--- src/rtl/mem_access_sequencer.sv ---
// Data-memory access sequencer: MAR/MDR/RAM strobes, MFC wait, alignment trap; load/store done in 3+k cycles, trap in 2.
// No backpressure: req is sampled only in IDLE. Optional MFC watchdog via MEM_TIMEOUT_EN (tt=3'b110 after TIMEOUT MEM cycles).
module mem_access_sequencer #(
    parameter int TIMEOUT = 15
) (
    input  logic       Clk,
    input  logic       RESET,
    input  logic       req,
    input  logic       req_write,
    input  logic [1:0] req_size,
    input  logic       req_signed,
    input  logic [2:0] addr_lo,
    input  logic       MFC,
    output logic       busy,
    output logic       done,
    output logic       trap_req,
    output logic [2:0] tt,
    output logic       MAR_Enable,
    output logic       MDR_Enable,
    output logic       MDR_Mux_select,
    output logic       RAM_enable,
    output logic [5:0] RAM_OpCode
);

    typedef enum logic [2:0] {
        S_IDLE, S_ADDR, S_WDATA, S_MEM, S_CAPT, S_DONE, S_TRAP
    } state_t;

    localparam logic [2:0] TT_ALIGN   = 3'b101;
    localparam logic [2:0] TT_TIMEOUT = 3'b110;

    state_t     state_q, state_d;
    logic       wr_q, wr_d, sgn_q, sgn_d;
    logic [1:0] size_q, size_d;
    logic [2:0] addr_q, addr_d;
    logic [2:0] tt_q, tt_d;
    logic       busy_q, busy_d, done_q, done_d, trap_q, trap_d;
    logic       mar_q, mar_d, mdr_en_q, mdr_en_d, mux_q, mux_d, ram_en_q, ram_en_d;
    logic [5:0] op_q, op_d;
    logic       misaligned;
    logic       mem_timeout;

`ifdef MEM_TIMEOUT_EN
    localparam int CW = (TIMEOUT < 16) ? 4 : $clog2(TIMEOUT + 1);
    logic [CW-1:0] cnt_q, cnt_d;

    // Counts MFC-less MEM cycles; any other state clears it so MEM entry starts at zero.
    always_comb begin
        cnt_d = (state_q == S_MEM) ? cnt_q + 1'b1 : '0;
    end

    assign mem_timeout = (state_q == S_MEM) && !MFC && (cnt_q == CW'(TIMEOUT - 1));

    always_ff @(posedge Clk or posedge RESET) begin
        if (RESET) cnt_q <= '0;
        else       cnt_q <= cnt_d;
    end
`else
    assign mem_timeout = 1'b0;
`endif

    always_comb begin
        misaligned = 1'b0;
        case (size_q)
            2'b01:   misaligned = addr_q[0];
            2'b10:   misaligned = |addr_q[1:0];
            2'b11:   misaligned = |addr_q;
            default: misaligned = 1'b0;
        endcase
    end

    always_comb begin
        state_d = state_q;
        wr_d    = wr_q;
        size_d  = size_q;
        sgn_d   = sgn_q;
        addr_d  = addr_q;
        tt_d    = tt_q;
        case (state_q)
            S_IDLE: if (req) begin
                wr_d    = req_write;
                size_d  = req_size;
                sgn_d   = req_signed;
                addr_d  = addr_lo;
                state_d = S_ADDR;
            end
            S_ADDR: begin
                if (misaligned) begin
                    state_d = S_TRAP;
                    tt_d    = TT_ALIGN;
                end else begin
                    state_d = wr_q ? S_WDATA : S_MEM;
                end
            end
            S_WDATA: state_d = S_MEM;
            S_MEM: begin
                if (MFC) begin
                    state_d = wr_q ? S_DONE : S_CAPT;
                end else if (mem_timeout) begin
                    state_d = S_TRAP;
                    tt_d    = TT_TIMEOUT;
                end
            end
            S_CAPT:  state_d = S_DONE;
            default: state_d = S_IDLE;
        endcase

        // Outputs are decoded from the next state so they register in step with it.
        busy_d   = (state_d != S_IDLE);
        done_d   = (state_d == S_DONE);
        trap_d   = (state_d == S_TRAP);
        mar_d    = (state_d == S_ADDR);
        mdr_en_d = (state_d == S_WDATA) || (state_d == S_CAPT);
        mux_d    = (state_d == S_CAPT);
        ram_en_d = (state_d == S_MEM) || (state_d == S_CAPT);
        op_d     = ram_en_d ? {wr_d, size_d, sgn_d, 2'b00} : 6'b0;
    end

    always_ff @(posedge Clk or posedge RESET) begin
        if (RESET) begin
            state_q  <= S_IDLE;
            wr_q     <= 1'b0;
            size_q   <= 2'b00;
            sgn_q    <= 1'b0;
            addr_q   <= 3'b000;
            tt_q     <= 3'b000;
            busy_q   <= 1'b0;
            done_q   <= 1'b0;
            trap_q   <= 1'b0;
            mar_q    <= 1'b0;
            mdr_en_q <= 1'b0;
            mux_q    <= 1'b0;
            ram_en_q <= 1'b0;
            op_q     <= 6'b0;
        end else begin
            state_q  <= state_d;
            wr_q     <= wr_d;
            size_q   <= size_d;
            sgn_q    <= sgn_d;
            addr_q   <= addr_d;
            tt_q     <= tt_d;
            busy_q   <= busy_d;
            done_q   <= done_d;
            trap_q   <= trap_d;
            mar_q    <= mar_d;
            mdr_en_q <= mdr_en_d;
            mux_q    <= mux_d;
            ram_en_q <= ram_en_d;
            op_q     <= op_d;
        end
    end

    assign busy           = busy_q;
    assign done           = done_q;
    assign trap_req       = trap_q;
    assign tt             = tt_q;
    assign MAR_Enable     = mar_q;
    assign MDR_Enable     = mdr_en_q;
    assign MDR_Mux_select = mux_q;
    assign RAM_enable     = ram_en_q;
    assign RAM_OpCode     = op_q;

endmodule
--- config.mk ---
export PLATFORM = sky130hd
export DESIGN_NAME = mem_access_sequencer
export DESIGN_NICKNAME = d
export VERILOG_FILES = /design/src/rtl/mem_access_sequencer.sv
export SDC_FILE = /design/constraint.sdc
export NUM_CORES = 1
export LEC_CHECK = 0
export CAP_MARGIN = 20
export CORE_UTILIZATION = 30
export DETAILED_ROUTE_END_ITERATION = 12
export GPL_TIMING_DRIVEN = 0
export HOLD_SLACK_MARGIN = 0.12
export SLEW_MARGIN = 20
export SYNTH_ARGS = -nofsm -noshare
export SYNTH_HDL_FRONTEND = slang
export SYNTH_SLANG_ARGS = --single-unit
--- constraint.sdc ---
create_clock -name Clk -period 2.1 [get_ports Clk]
set_input_delay 0.42 -clock Clk [delete_from_list [all_inputs] [get_ports Clk]]
set_output_delay 0.42 -clock Clk [all_outputs]
set_load 0.02 [all_outputs]
==> results of run 1 <==
-- state kept, by name (all words and copies together) (netlist names), 2 cells and up --
signal      cells
state_q         3
addr_q          3
RAM_OpCode      4
size_q          2
-- worst min-delay path by stage --
stage	startpoint	end	slack (ps)	cells past startpoint
floorplan	RESET	MAR_Enable$_DFF_PP0_	410	1
global placement	sgn_q$_DFF_PP0_	sgn_q$_DFF_PP0_	460	2
detailed placement	sgn_q$_DFF_PP0_	sgn_q$_DFF_PP0_	480	2
CTS	sgn_q$_DFF_PP0_	sgn_q$_DFF_PP0_	510	2
global route	sgn_q$_DFF_PP0_	sgn_q$_DFF_PP0_	540	2
finish	sgn_q$_DFF_PP0_	sgn_q$_DFF_PP0_	500	2
-- cell usage in the layout, fill, tap and decap left out --
cell type / n
o21ai_1: 2
nand2b_1: 2
a32o_1: 1
a21oi_1: 3
a221oi_2: 1
conb_1: 3
and2_1: 1
a32oi_1: 1
o221ai_1: 1
nand2_1: 5
a211oi_4: 1
o21ba_2: 1
nor2_1: 2
inv_1: 5
nor4b_2: 1
a211oi_1: 4
nor3b_1: 1
mux2i_1: 4
nor3_1: 1
dfrtp_1: 22
and2b_2: 1
o211ai_1: 1
mux2_2: 3
clkdlybuf4s50_1: 23
buf_6: 1
or2_1: 1
nor3b_2: 1
clkbuf_4: 3
or2_2: 1
o2bb2ai_1: 1
buf_4: 5
and3_2: 1
-- area by class of cell --
type	count	area, um2	area share (%)
plain buffers	6	48.8	3.85
clock buffers	3	22.5	1.78
inverters	5	18.8	1.48
multi-input cells	45	343	27.0
flip-flops and latches	22	551	43.4
well taps	44	55.1	4.34
repair buffers	23	230	18.1
-- synthesized netlist by cell type --
cell type / number / share of area, %
mux2i_1: 4 / 4.2
o211ai_1: 1 / 0.79
and3_2: 1 / 0.79
nor2_1: 2 / 0.79
conb_1: 1 / 0.39
and2b_2: 1 / 0.92
buf_4: 5 / 3.9
nor4b_2: 1 / 1.6
nand2_1: 5 / 2.0
nor3b_1: 1 / 0.79
o21ai_1: 2 / 1.0
and2_1: 1 / 0.66
inv_1: 5 / 2.0
a211oi_4: 1 / 2.1
o221ai_1: 1 / 0.92
o21ba_2: 1 / 1.0
or2_1: 1 / 0.66
a32o_1: 1 / 1.0
nor3_1: 1 / 0.52
nand2b_1: 2 / 1.3
buf_6: 1 / 1.2
o2bb2ai_1: 1 / 0.92
dfrtp_1: 22 / 58
a221oi_2: 1 / 1.6
a21oi_1: 3 / 1.6
nor3b_2: 1 / 1.3
a211oi_1: 4 / 3.1
a32oi_1: 1 / 0.92
or2_2: 1 / 0.66
mux2_2: 3 / 3.5
-- cells by family after synthesis --
logic type,count (synthesis),share of synthesized area [%]
buffers and inverters,11,7.09
AO/OA/AOI/OAI,17,15.1
other,1,0.393
multiplexers,7,7.74
flip-flops,22,57.7
AND/OR/NAND/NOR,18,11.9
-- metal layers --
layer	routed length (um)	up-vias	part of all wire [%]	GRT usage, %
met1	749	294	45	14.8
met2	801	19	48	17.4
met3	68	4	4.1	1.76
li1	-	318	-	-
met4	36	0	2.2	7.14
met5	0	-	0	0
-- through the flow --
step                      util (%)  hold WS [ps]  power [W]
after floorplan                  -           409    0.00130
after global placement        41.2           463    0.00160
after detailed placement      41.2           481    0.00162
after CTS                     41.9           510    0.00181
after global routing          41.9           538    0.00193
final                         41.9           498    0.00178
-- tightest hold or removal path: stages (launching register included) --
cell and delay, ps:
dfrtp_1 340, mux2i_1 70, inv_1 60
-- power by group through the flow --
stage	Combinational [W]	Clock [W]	Sequential (W)
after global routing	0.000967	0.000213	0.000746
final	0.000882	0.000186	0.000717
after CTS	0.000892	0.000197	0.000719
after detailed placement	0.000888	0	0.000729
after global placement	0.000877	0	0.000723
after floorplan	0.000474	0	0.000825
==> out/metrics.cfg, run 1 <==
[run_status]
status = finished clean

[clocking]
cts_max_path_buffers = 2
root_buffer = clkbuf_4
cts_sinks = 22
cts_hold_buffers = 0
cts_setup_buffers = 0
htreeDepth = 1
tritoncts = yes
cts_resized = 0
clock_latency_ps = 300
clkSlewWorstSetupHoldPaths_ps = 110
cts_buffers = 3

[global_routing]
overflow = 0
grt_pass1_wl_um = 2840
grt_antenna_before_repair = 0
grt_max_degree = 23
grt_pass1_vias = 624
grtUsageTotal_pct = 11.3

[critical_path]
cp_cell_sequence = buf_4, clkdlybuf4s50_1
cp.required_ps = 1680
cp.depth = 2
ff2ff_path_depth = 4
reg2reg_to = RAM_OpCode[2]$_DFF_PP0_
crit_fanout = 3
cp_slowest_cell = clkdlybuf4s50_1
path_buf_inv = 2
arrival_ps = 1370
cp-endpoint = tt[2]
cp_top_family = buffers and inverters
crit_type = flip-flop to primary output
reg2reg_slack_ps = 660
critPathLaunchType = flip-flop
end_kind = primary output
cpPeakStageDelay_ps = 580
r2r_start = state_q[2]$_DFF_PP0_
worstSetupStartpoint = tt[0]$_DFFE_PP0P_

[timing]
worst_slack_ps = 307
rsz0062_at_grt = false
fin_setup_tns_ps = 0
fin_crit_ps = 1790
setup_viol = 0
max_freq_mhz = 558
hold_viol = 0
clock_skew_ps = 1.13
drv_slew = 0
fin_crit_sh_pct = 85.4
relSlewSlack_pct = 46.0
worst_pin_slew_ps = 809

[power]
pwr-share-seq_pct = 40.2
power_density_nw_per_um2 = 1410
p_comb_share_pct = 49.4
p_clk_share_pct = 10.4
p_sw_share_pct = 38.4
power_leakage_nw = 0.538
netSwitchingPower_w = 0.000685
max-vdd-ir-drop_mv = 0.361
p_int_w = 0.00110

[synthesis]
synth_area_um2 = 953
postSynthCellCount = 76
synth_warnings = 0
synth_cell_types = 30
syn_area_per_cell_um2 = 12.5
yosysSeqAreaShare_pct = 57.7
ys_ff_latch = 22

[detailed_routing]
via_per_inst = 4.29
routed_wl_um = 1660
ant_nets = 0
drtIter0Drc = 12
drt_pass1_iterations = 4
num_vias = 635
drc_errors = 0
wire_per_inst_um = 11.2

[worst_hold_path]
hold_class = flip-flop to flip-flop

[floorplanning]
coreArea_um2 = 3030
die_w_um = 58.4
start_util_pct = 31.5
die_area_um2 = 3410
die_y_um = 58.4
pin_count = 27
num_rows = 20

[layout]
fin_cells = 148
fin_nets = 117
nFillCells = 299
area_growth_pct = 33.1
antenna_cells = 0
final_cell_area_um2 = 1270
drive_gt1_share_pct = 19.2

[place]
pre_cts_slack_ps = 253
placed_area_um2 = 1250
portBuffers = 23
detailed_place_hpwl_um = 1240
dpl.cell_count = 145
gp_congestion = 0.744

[flow_run]
max-cap-violations = 0

(Power assumes the default switching activity.)
==> inputs of run 2 (changes only) <==
GPL_ROUTABILITY_DRIVEN = 0   (was not set)
SLEW_MARGIN = not set   (was 20)
==> results of run 2 <==
The final DEF is identical to that of run 1; final timing and power are the same.
==> inputs of run 3 (changes only) <==
CORE_ASPECT_RATIO = 0.8   (was not set)
clock period = 1.9 ns   (was 2.1 ns; I/O delays follow)
==> run 3 against run 2 <==
Net effect: sequential power increased by 11%; largest power group unchanged; hold slack worse by 11 ps; register-to-register slack worse by 200 ps; combinational power increased by 9.9%; count of clock-buffer cells in the layout unchanged; largest cell class unchanged; clock power rose by 130%; sequential cell count unchanged; routed wire length up 0.24%; final cell count decreased by 3.4%; clock skew increased by 3.8 ps; critical path depth stayed put; first-iteration DRC count grew 110%.
==> out/metrics.cfg, run 3 (synthesized netlist as in run 1, its figures left out) <==
[run_status]
status = finished clean

[detailed_routing]
drt_pass1_iterations = 4  ; unchanged
wire_per_inst_um = 11.6  ; +3.7%
routed_wl_um = 1660  ; +0.24%
drc_errors = 0  ; unchanged
routed.top_layer = met4
num_vias = 643  ; +1.3%
wl_met2_um = 686  ; -14%
drtIter0Drc = 25  ; +13
ant_nets = 0  ; unchanged
wl_met3_um = 118  ; +74%
via_per_inst = 4.50  ; +4.8%
m1WireLength_um = 815  ; +8.8%

[layout]
fin_nets = 117  ; unchanged
mostFrequentLayoutCells = clkdlybuf4s50_1, dfrtp_1, buf_4, inv_1, nand2_1
final_common_cell = clkdlybuf4s50_1
area_growth_pct = 37.4
antenna_cells = 0  ; unchanged
drive_gt1_share_pct = 20.0  ; +0.77 points
largest_reg_flops = 4  ; unchanged

[timing]
fin_setup_tns_ps = 0  ; unchanged
fin_crit_sh_pct = 89.8
hold_viol = 0  ; unchanged
fin_crit_ps = 1710
clock_skew_ps = 4.92  ; +3.79 ps
relSlewSlack_pct = 46.1  ; +0.14 points
rsz0062_at_grt = false
worst_pin_slew_ps = 807  ; -2.13 ps
setup_viol = 0  ; unchanged
drv_slew = 0  ; unchanged
max_freq_mhz = 586

[global_routing]
grt_pass1_vias = 632  ; +1.3%
grt_max_degree = 23  ; unchanged
grt_antenna_before_repair = 0  ; unchanged
overflow = 0  ; unchanged
grtUsageTotal_pct = 11.8  ; +0.59 points
grt_pass1_wl_um = 2940  ; +3.7%

[critical_path]
cp.required_ps = 1520  ; -160 ps
arrival_ps = 1330  ; -40 ps
crit_type = flip-flop to primary output
r2r_start = state_q[1]$_DFF_PP0_
end_kind = primary output
critPathLaunchType = flip-flop
worstSetupStartpoint = tt[0]$_DFFE_PP0P_
crit_fanout = 3  ; unchanged

[floorplanning]
die_area_um2 = 3410  ; about the same
die_w_um = 65.0  ; +11%
num_rows = 17  ; -15%
die_y_um = 52.4  ; -10%
pin_count = 27  ; unchanged
coreArea_um2 = 2890  ; -4.5%
start_util_pct = 33.0  ; +1.5 points

[power]
finalPower_w = 0.00220  ; +23%
power_leakage_nw = 0.560  ; +4.1%
power_density_nw_per_um2 = 1680  ; +19%
max-vdd-ir-drop_mv = 0.658  ; +82%

[worst_hold_path]
min_from = sgn_q$_DFF_PP0_
hold_class = flip-flop to flip-flop

[clocking]
cts_buffers = 3  ; unchanged
cts_hold_buffers = 0  ; unchanged
cts_sinks = 22  ; unchanged
root_buffer = clkbuf_8
clock_latency_ps = 260  ; -40 ps
cts_resized = 0  ; unchanged
cts_max_path_buffers = 2  ; unchanged
cts_setup_buffers = 0  ; unchanged
clkSlewWorstSetupHoldPaths_ps = 80  ; -30 ps
htreeDepth = 1  ; unchanged
tritoncts = yes

[flow_run]
max-cap-violations = 0  ; unchanged

[place]
portBuffers = 23  ; unchanged
detailed_place_hpwl_um = 1230  ; -0.58%

==> run 3: changes by cell type in the layout (fill, tap and decap cells not counted) <==
cell,change
bufinv_16,+1
clkbuf_4,-3
clkbuf_8,+3
==> run 3: where the power goes <==
group          internal (W)  switching (W)  total (W)
clock              0.000281       0.000150   0.000431
sequential         0.000675       0.000122   0.000797
combinational      0.000467       0.000502   0.000969
total               0.00142       0.000774    0.00220
==> run 3: layout make-up <==
type / instances / area (um2)
fillers: 300 / 1580
flip-flops and latches: 22 / 551
multi-input cells: 45 / 343
repair buffers: 23 / 230
plain buffers: 6 / 48.8
well taps: 38 / 47.5
clock buffers: 3 / 41.3
clock inverters: 1 / 30.0
inverters: 5 / 18.8
==> run 3: final timing paths <==
path                                      endpoint  slack (ps)  cells past startpoint
max                                          tt[2]         190                      2
min                                sgn_q$_DFF_PP0_         490                      2
max reg2reg                RAM_OpCode[3]$_DFF_PP0_         460                      4
min reg2reg                        sgn_q$_DFF_PP0_         490                      2
max in group asynchronous        tt[0]$_DFFE_PP0P_         830                      2
min in group asynchronous     state_q[1]$_DFF_PP0_         570                      2
==> run 3: per-layer routing <==
metal	global-route usage [%]	up-vias
met3	4.13	5
met4	5.43	0
li1	-	317
met2	18.8	23
met1	14.6	298
met5	0	-
==> run 3: critical path, stage by stage, from the launching register on <==
cell	delay, ps
dfrtp_1	370
buf_4	110
clkdlybuf4s50_1	580
==> run 3: metrics by stage <==
stage               cell area (um2)  worst slack, ps  utilization, %  std cells  hold WS (ps)
floorplan                       961              556               -         78           369
global placement               1240              102            42.8        139           467
detailed placement             1240             65.3            42.8        139           468
CTS                            1310              178            45.3        143           488
global route                   1310              147            45.3        143           505
finish                         1310              194            45.3        143           486
